`src/rtl/fsm_arb_pkg.sv`:
```
// Shared constants for the grant FSM family: state encoding, agent count, index width.
// Also provides the index-to-one-hot helper used to form registered grant vectors.
package fsm_arb_pkg;

  localparam logic IDLE  = 1'b0;
  localparam logic GRANT = 1'b1;

  localparam int unsigned NUM_AGENTS = 4;
  localparam int unsigned IDX_W      = 2;

  function automatic logic [NUM_AGENTS-1:0] idx_to_onehot(input logic [IDX_W-1:0] idx);
    logic [NUM_AGENTS-1:0] oh;
    oh      = '0;
    oh[idx] = 1'b1;
    return oh;
  endfunction

endpackage

```
`src/rtl/rr_pick4.sv`:
```
// Combinational round-robin pick: first requester at or after ptr (mod 4) wins.
module rr_pick4
  import fsm_arb_pkg::*;
(
  input  logic [NUM_AGENTS-1:0] req,
  input  logic [IDX_W-1:0]      ptr,
  output logic                  valid,
  output logic [IDX_W-1:0]      winner
);

  logic [IDX_W-1:0] idx;

  always_comb begin
    valid  = 1'b0;
    winner = '0;
    idx    = '0;
    // Walk from the farthest offset back so the requester nearest to ptr is kept last.
    for (int i = NUM_AGENTS - 1; i >= 0; i--) begin
      idx = ptr + IDX_W'(i);
      if (req[idx]) begin
        valid  = 1'b1;
        winner = idx;
      end
    end
  end

endmodule

```
`src/rtl/fsm_rr_arbiter.sv`:
```
// Four-agent round-robin grant FSM with a one-cycle handover gap between grants.
// Define FSM_RR_ARB_TIMEOUT_EN to add the hold counter that revokes over-long grants.
module fsm_rr_arbiter
  import fsm_arb_pkg::*;
#(
  parameter int unsigned MAX_HOLD = 16,
  parameter int unsigned HOLD_W   = 5
) (
  input  logic       clock,
  input  logic       reset_n,
  input  logic [3:0] req,
  output logic [3:0] gnt,
  output logic [1:0] gnt_id,
  output logic       busy,
  output logic       timeout
);

  logic                  state_q, state_d;
  logic [IDX_W-1:0]      ptr_q, ptr_d;
  logic [IDX_W-1:0]      holder_q, holder_d;
  logic [NUM_AGENTS-1:0] gnt_q, gnt_d;

  logic                  pick_valid;
  logic [IDX_W-1:0]      pick_winner;
  logic                  hold_req;
  logic                  revoke;

  rr_pick4 u_pick (
    .req    (req),
    .ptr    (ptr_q),
    .valid  (pick_valid),
    .winner (pick_winner)
  );

  assign hold_req = req[holder_q];

`ifdef FSM_RR_ARB_TIMEOUT_EN
  localparam logic [HOLD_W-1:0] CntMax = HOLD_W'(MAX_HOLD - 1);

  logic [HOLD_W-1:0] cnt_q, cnt_d;
  logic              timeout_q, timeout_d;

  assign revoke = (state_q == GRANT) && hold_req && (cnt_q == CntMax);

  always_comb begin
    cnt_d     = cnt_q;
    timeout_d = 1'b0;
    if (state_q == IDLE) begin
      cnt_d = '0;
    end else if (!hold_req || revoke) begin
      // A release on the saturating edge wins over the revoke: no pulse.
      cnt_d     = '0;
      timeout_d = revoke;
    end else if (cnt_q != CntMax) begin
      cnt_d = cnt_q + 1'b1;
    end
  end

  assign timeout = timeout_q;
`else
  logic [HOLD_W-1:0] unused_hold_cfg;
  assign unused_hold_cfg = HOLD_W'(MAX_HOLD);
  assign revoke          = 1'b0;
  assign timeout         = 1'b0;
`endif

  always_comb begin
    state_d  = state_q;
    ptr_d    = ptr_q;
    holder_d = holder_q;
    gnt_d    = gnt_q;
    case (state_q)
      IDLE: begin
        if (pick_valid) begin
          state_d  = GRANT;
          holder_d = pick_winner;
          gnt_d    = idx_to_onehot(pick_winner);
        end
      end
      GRANT: begin
        // Non-holder requests are ignored until the holder lets go or is revoked.
        if (!hold_req || revoke) begin
          state_d  = IDLE;
          holder_d = '0;
          gnt_d    = '0;
          ptr_d    = holder_q + 2'd1;
        end
      end
      default: state_d = IDLE;
    endcase
  end

  always_ff @(posedge clock or negedge reset_n) begin
    if (!reset_n) begin
      state_q   <= IDLE;
      ptr_q     <= '0;
      holder_q  <= '0;
      gnt_q     <= '0;
`ifdef FSM_RR_ARB_TIMEOUT_EN
      cnt_q     <= '0;
      timeout_q <= 1'b0;
`endif
    end else begin
      state_q   <= state_d;
      ptr_q     <= ptr_d;
      holder_q  <= holder_d;
      gnt_q     <= gnt_d;
`ifdef FSM_RR_ARB_TIMEOUT_EN
      cnt_q     <= cnt_d;
      timeout_q <= timeout_d;
`endif
    end
  end

  assign gnt    = gnt_q;
  assign gnt_id = holder_q;
  assign busy   = (state_q == GRANT);

endmodule
```
`config.mk`:
```
export PLATFORM = sky130hd
export DESIGN_NAME = fsm_rr_arbiter
export DESIGN_NICKNAME = d
export VERILOG_FILES = /design/src/rtl/fsm_arb_pkg.sv /design/src/rtl/rr_pick4.sv /design/src/rtl/fsm_rr_arbiter.sv
export SDC_FILE = /design/constraint.sdc
export NUM_CORES = 1
export LEC_CHECK = 0
export CORE_AREA = 10 10 47 49
export CTS_BUF_LIST = sky130_fd_sc_hd__clkbuf_4 sky130_fd_sc_hd__clkbuf_8
export DETAILED_ROUTE_END_ITERATION = 8
export DIE_AREA = 0 0 57 59
export MAX_ROUTING_LAYER = met4
export PLACE_DENSITY_LB_ADDON = 0.2
export SETUP_SLACK_MARGIN = 0.15
export SYNTH_ARGS = -nofsm -noshare
export SYNTH_HDL_FRONTEND = slang
export SYNTH_SLANG_ARGS = --single-unit
```
`constraint.sdc`:
```
create_clock -name clock -period 1.5 [get_ports clock]
set_clock_uncertainty 0.05 [all_clocks]
set_input_delay 0.3 -clock clock [delete_from_list [all_inputs] [get_ports clock]]
set_output_delay 0.3 -clock clock [all_outputs]
set_load 0.05 [all_outputs]
```
# Word level (Yosys, flattened, before mapping)

Index checks and enable logic that the tools add are counted.

Shift operators: 0
Equal/unequal tests: 2
Bitwise gates (word level): 2
Add/subtract/negate cells: 4
Muxes and demuxes: 29
Multiply operators: 0
Order comparisons: 7
Reductions and logical operators: 3
Div/mod/pow operators: 0

Operator list:

| kind                                                                  | count |
|---|---|
| 2-bit by 3-bit < comparator with 1-bit output, second input constant  | 6 |
| 1-bit two-way mux                                                     | 12 |
| 2-bit two-way mux                                                     | 6 |
| 1-bit binary-select mux with 2-bit select                             | 5 |
| 4-bit two-way mux                                                     | 2 |
| 4-bit case mux with 2 select lines                                    | 1 |
| 2-bit by 1-bit adder with 2-bit output, second input constant         | 2 |
| 2-bit adder, second input constant                                    | 2 |
| 2-bit != test, second input constant                                  | 2 |
| 2-bit case mux with 2 select lines                                    | 1 |
| 2-bit AND reduction                                                   | 2 |
| 1-bit demux with 2-bit select                                         | 1 |
| 2-bit by 1-bit >= comparator with 1-bit output, second input constant | 1 |
| 1-bit inverter                                                        | 2 |
| 1-bit case mux with 2 select lines                                    | 1 |
| 1-bit logical AND                                                     | 1 |

Input port bits: 6
Bits in registers: 9
Memories: 0
Logic and storage cells: 51
Output and inout port bits: 8
Bits in read-only memories: 0
Latch bits: 0
RAM bits: 0

# Depth between registers and ports, before layout

Gate-level depths: netlist of run 1.

Word-level depth: 13
Mapped depth: 5
Gate-level depth less buffers: 4

# By module

From an unflattened synthesis of run 1, not the netlist that was laid out.

Cells, all modules: 62
Area, all modules: 581.8 um^2

Modules (own cells, without submodules):

| module         | area each (um^2) | cells each | seq. area each (um^2) | times used |
|---|---|---|---|---|
| fsm_rr_arbiter | 504.2            | 49         | 225.2                 | 1 |
| rr_pick4       | 77.6             | 13         | 0.0                   | 1 |

# Worst setup path after synthesis of run 1

Ideal clock, no wire load.

Path type: register -> register
Start: reg holder_q[0], in the netlist gnt_id[0]
End: reg ptr_q[0]
Arrival time: 1.498 ns
Period minus slack after synthesis: 1.700 ns
Stages on the path, launching flop included: 4
Setup slack: -0.200 ns
Buffers on the path: 0
Cells stage by stage: dfrtp_1 > mux2_2 > o22ai_2 > a21oi_1

Longest elaborated chain between the ends: 4
Elaborated cells between the ends (all ways): 5

Ends and longest elaborated chain:

| item                                      | line                  | RTL |
|---|---|---|
| start: declaration                        | fsm_rr_arbiter.sv:20  | `logic [IDX_W-1:0] holder_q, holder_d;` |
| start signal: assignment                  | fsm_rr_arbiter.sv:106 | `holder_q <= holder_d;` |
| 1-bit binary-select mux with 2-bit select | fsm_rr_arbiter.sv:35  | `assign hold_req = req[holder_q];` |
| 1-bit two-way mux (implied by the code)   | fsm_rr_arbiter.sv:35  |  |
| 1-bit inverter (no source line)           | n/a                   |  |
| 2-bit AND reduction (no source line)      | n/a                   |  |
| end signal: assignment                    | fsm_rr_arbiter.sv:105 | `ptr_q <= ptr_d;` |
| end: declaration                          | fsm_rr_arbiter.sv:19  | `logic [IDX_W-1:0] ptr_q, ptr_d;` |

Several ways; a longest one is shown, not always the timed one. The select of a mux whose other input is x is not followed.
A chain may end at the register's enable or synchronous reset.

# Worst setup path after layout of run 1

Start: reg ptr_q[0]
End: reg gnt_q[3], in the netlist gnt[3]

Longest elaborated chain between the ends: 13
Elaborated cells between the ends (all ways): 28

Ends and longest elaborated chain:

| item                                                                                                                                  | line                  | RTL |
|---|---|---|
| 2-bit adder                                                                                                                           | rr_pick4.sv:19        | `idx = ptr + IDX_W'(i);` |
| 1-bit binary-select mux with 2-bit select                                                                                             | rr_pick4.sv:20        | `if (req[idx]) begin` |
| 1-bit two-way mux (implied by the code)                                                                                               | rr_pick4.sv:20        |  |
| 2-bit two-way mux (4 in series)                                                                                                       | rr_pick4.sv:20        |  |
| 2-bit by 3-bit < comparator with 1-bit output (implied by the code) or 2-bit by 1-bit >= comparator with 1-bit output (tied branches) | fsm_arb_pkg.sv:14     | `oh[idx] = 1'b1;` |
| 1-bit logical AND (implied by the code)                                                                                               | fsm_arb_pkg.sv:14     |  |
| 1-bit two-way mux (implied by the code)                                                                                               | fsm_arb_pkg.sv:14     |  |
| 1-bit demux with 2-bit select                                                                                                         | fsm_arb_pkg.sv:14     |  |
| 4-bit two-way mux                                                                                                                     | fsm_rr_arbiter.sv:74  | `if (pick_valid) begin` |
| 4-bit case mux with 2 select lines                                                                                                    | fsm_rr_arbiter.sv:72  | `case (state_q)` |
| end signal: assignment                                                                                                                | fsm_rr_arbiter.sv:107 | `gnt_q <= gnt_d;` |
| end: declaration                                                                                                                      | fsm_rr_arbiter.sv:21  | `logic [NUM_AGENTS-1:0] gnt_q, gnt_d;` |

Several ways; a longest one is shown, not always the timed one. The select of a mux whose other input is x is not followed.

==> results of run 1 <==
[Yosys cell counts, types with 2 or more instances]
master                     count
sky130_fd_sc_hd__nand2b_1      2
sky130_fd_sc_hd__a21o_1        2
sky130_fd_sc_hd__o32ai_1       5
sky130_fd_sc_hd__inv_1         3
sky130_fd_sc_hd__o22ai_1       2
sky130_fd_sc_hd__a21oi_1       4
sky130_fd_sc_hd__nand2_1       6
sky130_fd_sc_hd__dfrtp_1       9
sky130_fd_sc_hd__mux2_2        2
sky130_fd_sc_hd__nor2_1        4
[where the power goes]
| part | leakage [nW] | switching (mW) | internal, mW |
|---|---|---|---|
| combinational | 0.265 | 0.708 | 0.676 |
| sequential | 0.108 | 0.163 | 0.358 |
| clock | 0.0184 | 0.0871 | 0.121 |
| total | 0.392 | 0.958 | 1.15 |
[critical path, stage by stage (launching register included)]
cell and delay (ns):
sky130_fd_sc_hd__dfrtp_1 0.40, sky130_fd_sc_hd__nand2b_4 0.15, sky130_fd_sc_hd__nor2b_4 0.14, sky130_fd_sc_hd__o32ai_1 0.09, sky130_fd_sc_hd__buf_4 0.17, sky130_fd_sc_hd__o32ai_2 0.23
[metrics by stage]
step	std cells	setup slack, ns
after CTS	91	0.144
after floorplan	52	0.0546
after detailed placement	85	-0.342
after global placement	85	-0.348
final	91	0.165
after global routing	91	0.116
[kinds of logic after synthesis]
family	Yosys count	share of synthesized area, %
AOI/OAI and AO/OA	19	28.1
and+or+nand+nor	15	15.4
DFF	9	44.8
buffers and inverters	5	4.73
muxes	2	4.48
xor gates and xnor gates	1	1.74
other	1	0.746
[worst paths after layout]
kind / startpoint / end / slack, ns / depth (start not counted)
max: ptr_q[0] / gnt[3] / 0.16 / 5
min: reset_n / ptr_q[0] / 0.28 / 1
max reg2reg: ptr_q[0] / gnt[3] / 0.16 / 5
min reg2reg: gnt[3] / gnt[3] / 0.56 / 2
max in group asynchronous: reset_n / gnt_id[0] / 0.81 / 1
min in group clock: req[1] / busy / 0.43 / 3
[flip-flops by register name, summed over array words and instances, names as in the netlist]
| register | flops |
|---|---|
| gnt | 4 |
| gnt_id | 2 |
| ptr_q | 2 |
| busy | 1 |
[area by class of cell]
type                       count  area (sq um)
clock buffer                   4          30.0
fill                         116           517
inverter                       3          11.3
multi-input combinational     39           347
sequential                     9           228
tap                           16          20.0
timing repair buffer          20           249
[per-layer routing]
layer,part of all wire [%],GRT usage [%],wire length [um]
met1,47,9.43,662
met2,48,14.9,685
met3,3.5,3.00,50
met4,1.1,4.36,15
met5,0,-,0
[what timing repair did]
item / 4_1_cts / 5_1_grt
resized for setup: 16 / 5
setup endpoints to repair: 10 / 7
buffers inserted: 1 / 0
gates cloned: 1 / 0
pin swaps: 6 / 4
endpoints found under the hold margin: 0 / 0
==> impl_metrics.py, run 1 <==
metrics = {
    "placement": {
        "place_congestion": 0.807,
        "io_buffers": 12,
        "placement.cell_area_sq_um": 766,
        "dp_hpwl_um": 1010,
    },
    "finish": {
        "layout.cells.most_common_list": "7 x sky130_fd_sc_hd__dfrtp_1, 7 x sky130_fd_sc_hd__buf_12, 6 x sky130_fd_sc_hd__nand2_1, 6 x sky130_fd_sc_hd__buf_4",
        "syn2layout_area_growth_pct": 75.9,
        "post_route_cells_drive_above_1_share_pct": 48.0,
        "fin_area_sq_um": 885,
        "antenna-diode-count": 0,
        "finish.net_count": 82,
        "finalCoreUtilization_pct": 63.1,
    },
    "grt": {
        "global_route.overflow_total": 0,
        "grt_usage_pct": 8.99,
        "maximum_number_of_pins_on_one_net_before_global_route_repair": 13,
        "first_global_vias": 516,
        "global_route_wire_length_before_repair_um": 2370,
        "grt_antenna_before_repair": 0,
    },
    "sta": {
        "layout_min_cycle_time_ns": 1.34,
        "final-hold-violation-count": 0,
        "setup_viol": 0,
        "achievable-frequency_ghz": 0.749,
        "timing.final.max_slew_violations": 0,
        "setup-tns-final_ns": 0,
        "layout_worst_path_cycle_share_pct": 89.0,
        "rsz0062_at_grt": "yes",
        "hold_slack_ns": 0.284,
    },
    "clock_tree": {
        "cts.sink_count": 9,
        "clock_tree.htree_level_count": 1,
        "cts.root.buffer_cell": "sky130_fd_sc_hd__clkbuf_4",
        "cts_tree": "yes",
        "tritoncts.num_buffers": 3,
        "clk_pin_slew_ns": 0.07,
        "clock_insertion_delay_at_the_later_pin_of_the_skew_report_ns": 0.26,
        "cts.path.max_buffers": 2,
        "hold_buffers": 0,
    },
    "critical_path": {
        "critPathMaxFanout": 3,
        "crit_required_ns": 1.61,
        "timing.critical_path.arrival_ns": 1.45,
        "sort_of_element_at_the_end_of_the_critical_path": "flop",
        "setup.worst_path.class": "flop to flop",
        "startpoint_type": "flop",
    },
    "floorplan": {
        "die_w_um": 57,
        "boundaryPins": 14,
        "initial_utilization_pct": 35.9,
        "die_area_sq_um": 3360,
        "fp.coreArea_sq_um": 1400,
        "chipHeight_um": 59,
        "rows": 14,
    },
    "yosys": {
        "edff_count_synth": 0,
        "area_contributors_post_synth": "sky130_fd_sc_hd__dfrtp_1 45%, sky130_fd_sc_hd__o32ai_1 8.7%, sky130_fd_sc_hd__mux2_2 4.5%, sky130_fd_sc_hd__nand2_1 4.5%, sky130_fd_sc_hd__a21oi_1 4.0%",
        "async_reset_ff_share_pct": 100,
        "avgSynthCellArea_sq_um": 9.67,
        "synth_area_sq_um": 503,
        "sequential_area_share_after_synthesis_pct": 44.8,
        "netlist-cell-type-count": 23,
        "ys_ff_latch": 9,
        "post_synth_inst_count": 52,
        "synth.top_cell.area_share_pct": 44.8,
        "synth_fp_nets": 58,
        "synth_ff_type": "sky130_fd_sc_hd__dfrtp_1",
        "ys.warnings.count": 0,
        "synth_largest_area_cell": "sky130_fd_sc_hd__dfrtp_1",
    },
    "outcome": {
        "outcome": "complete, no violations",
    },
    "route": {
        "routed_wl_um": 1410,
        "avgRoutedWirePerCell_um": 15.5,
        "route.vias.total": 494,
        "ant_nets": 0,
        "drt-initial-drc-count": 6,
        "avgViaCountPerCell": 5.43,
        "drc": 0,
        "dr.pass1.iters": 3,
    },
    "job": {
        "max-cap-violations": 0,
    },
    "power_and_ir_drop": {
        "power.total_mw": 2.11,
        "leakage_nw": 0.392,
        "ir_drop_mv": 1.26,
        "p_per_area_nw_per_um2": 2390,
    },
    "hold_path": {
        "min_path_type": "primary input to async pin",
    },
}
Note: power is estimated with default switching activity, not from simulation.
==> run 2, diff against run 1 <==
--- a/config.mk
+++ b/config.mk
@@ -12,6 +12,7 @@
 export MAX_ROUTING_LAYER = met4
 export PLACE_DENSITY_LB_ADDON = 0.2
 export SETUP_SLACK_MARGIN = 0.15
+export SLEW_MARGIN = 5
 export SYNTH_ARGS = -nofsm -noshare
 export SYNTH_HDL_FRONTEND = slang
 export SYNTH_SLANG_ARGS = --single-unit
==> results of run 2 <==
Same layout as run 1: the final DEF is identical, and so are final timing and power.
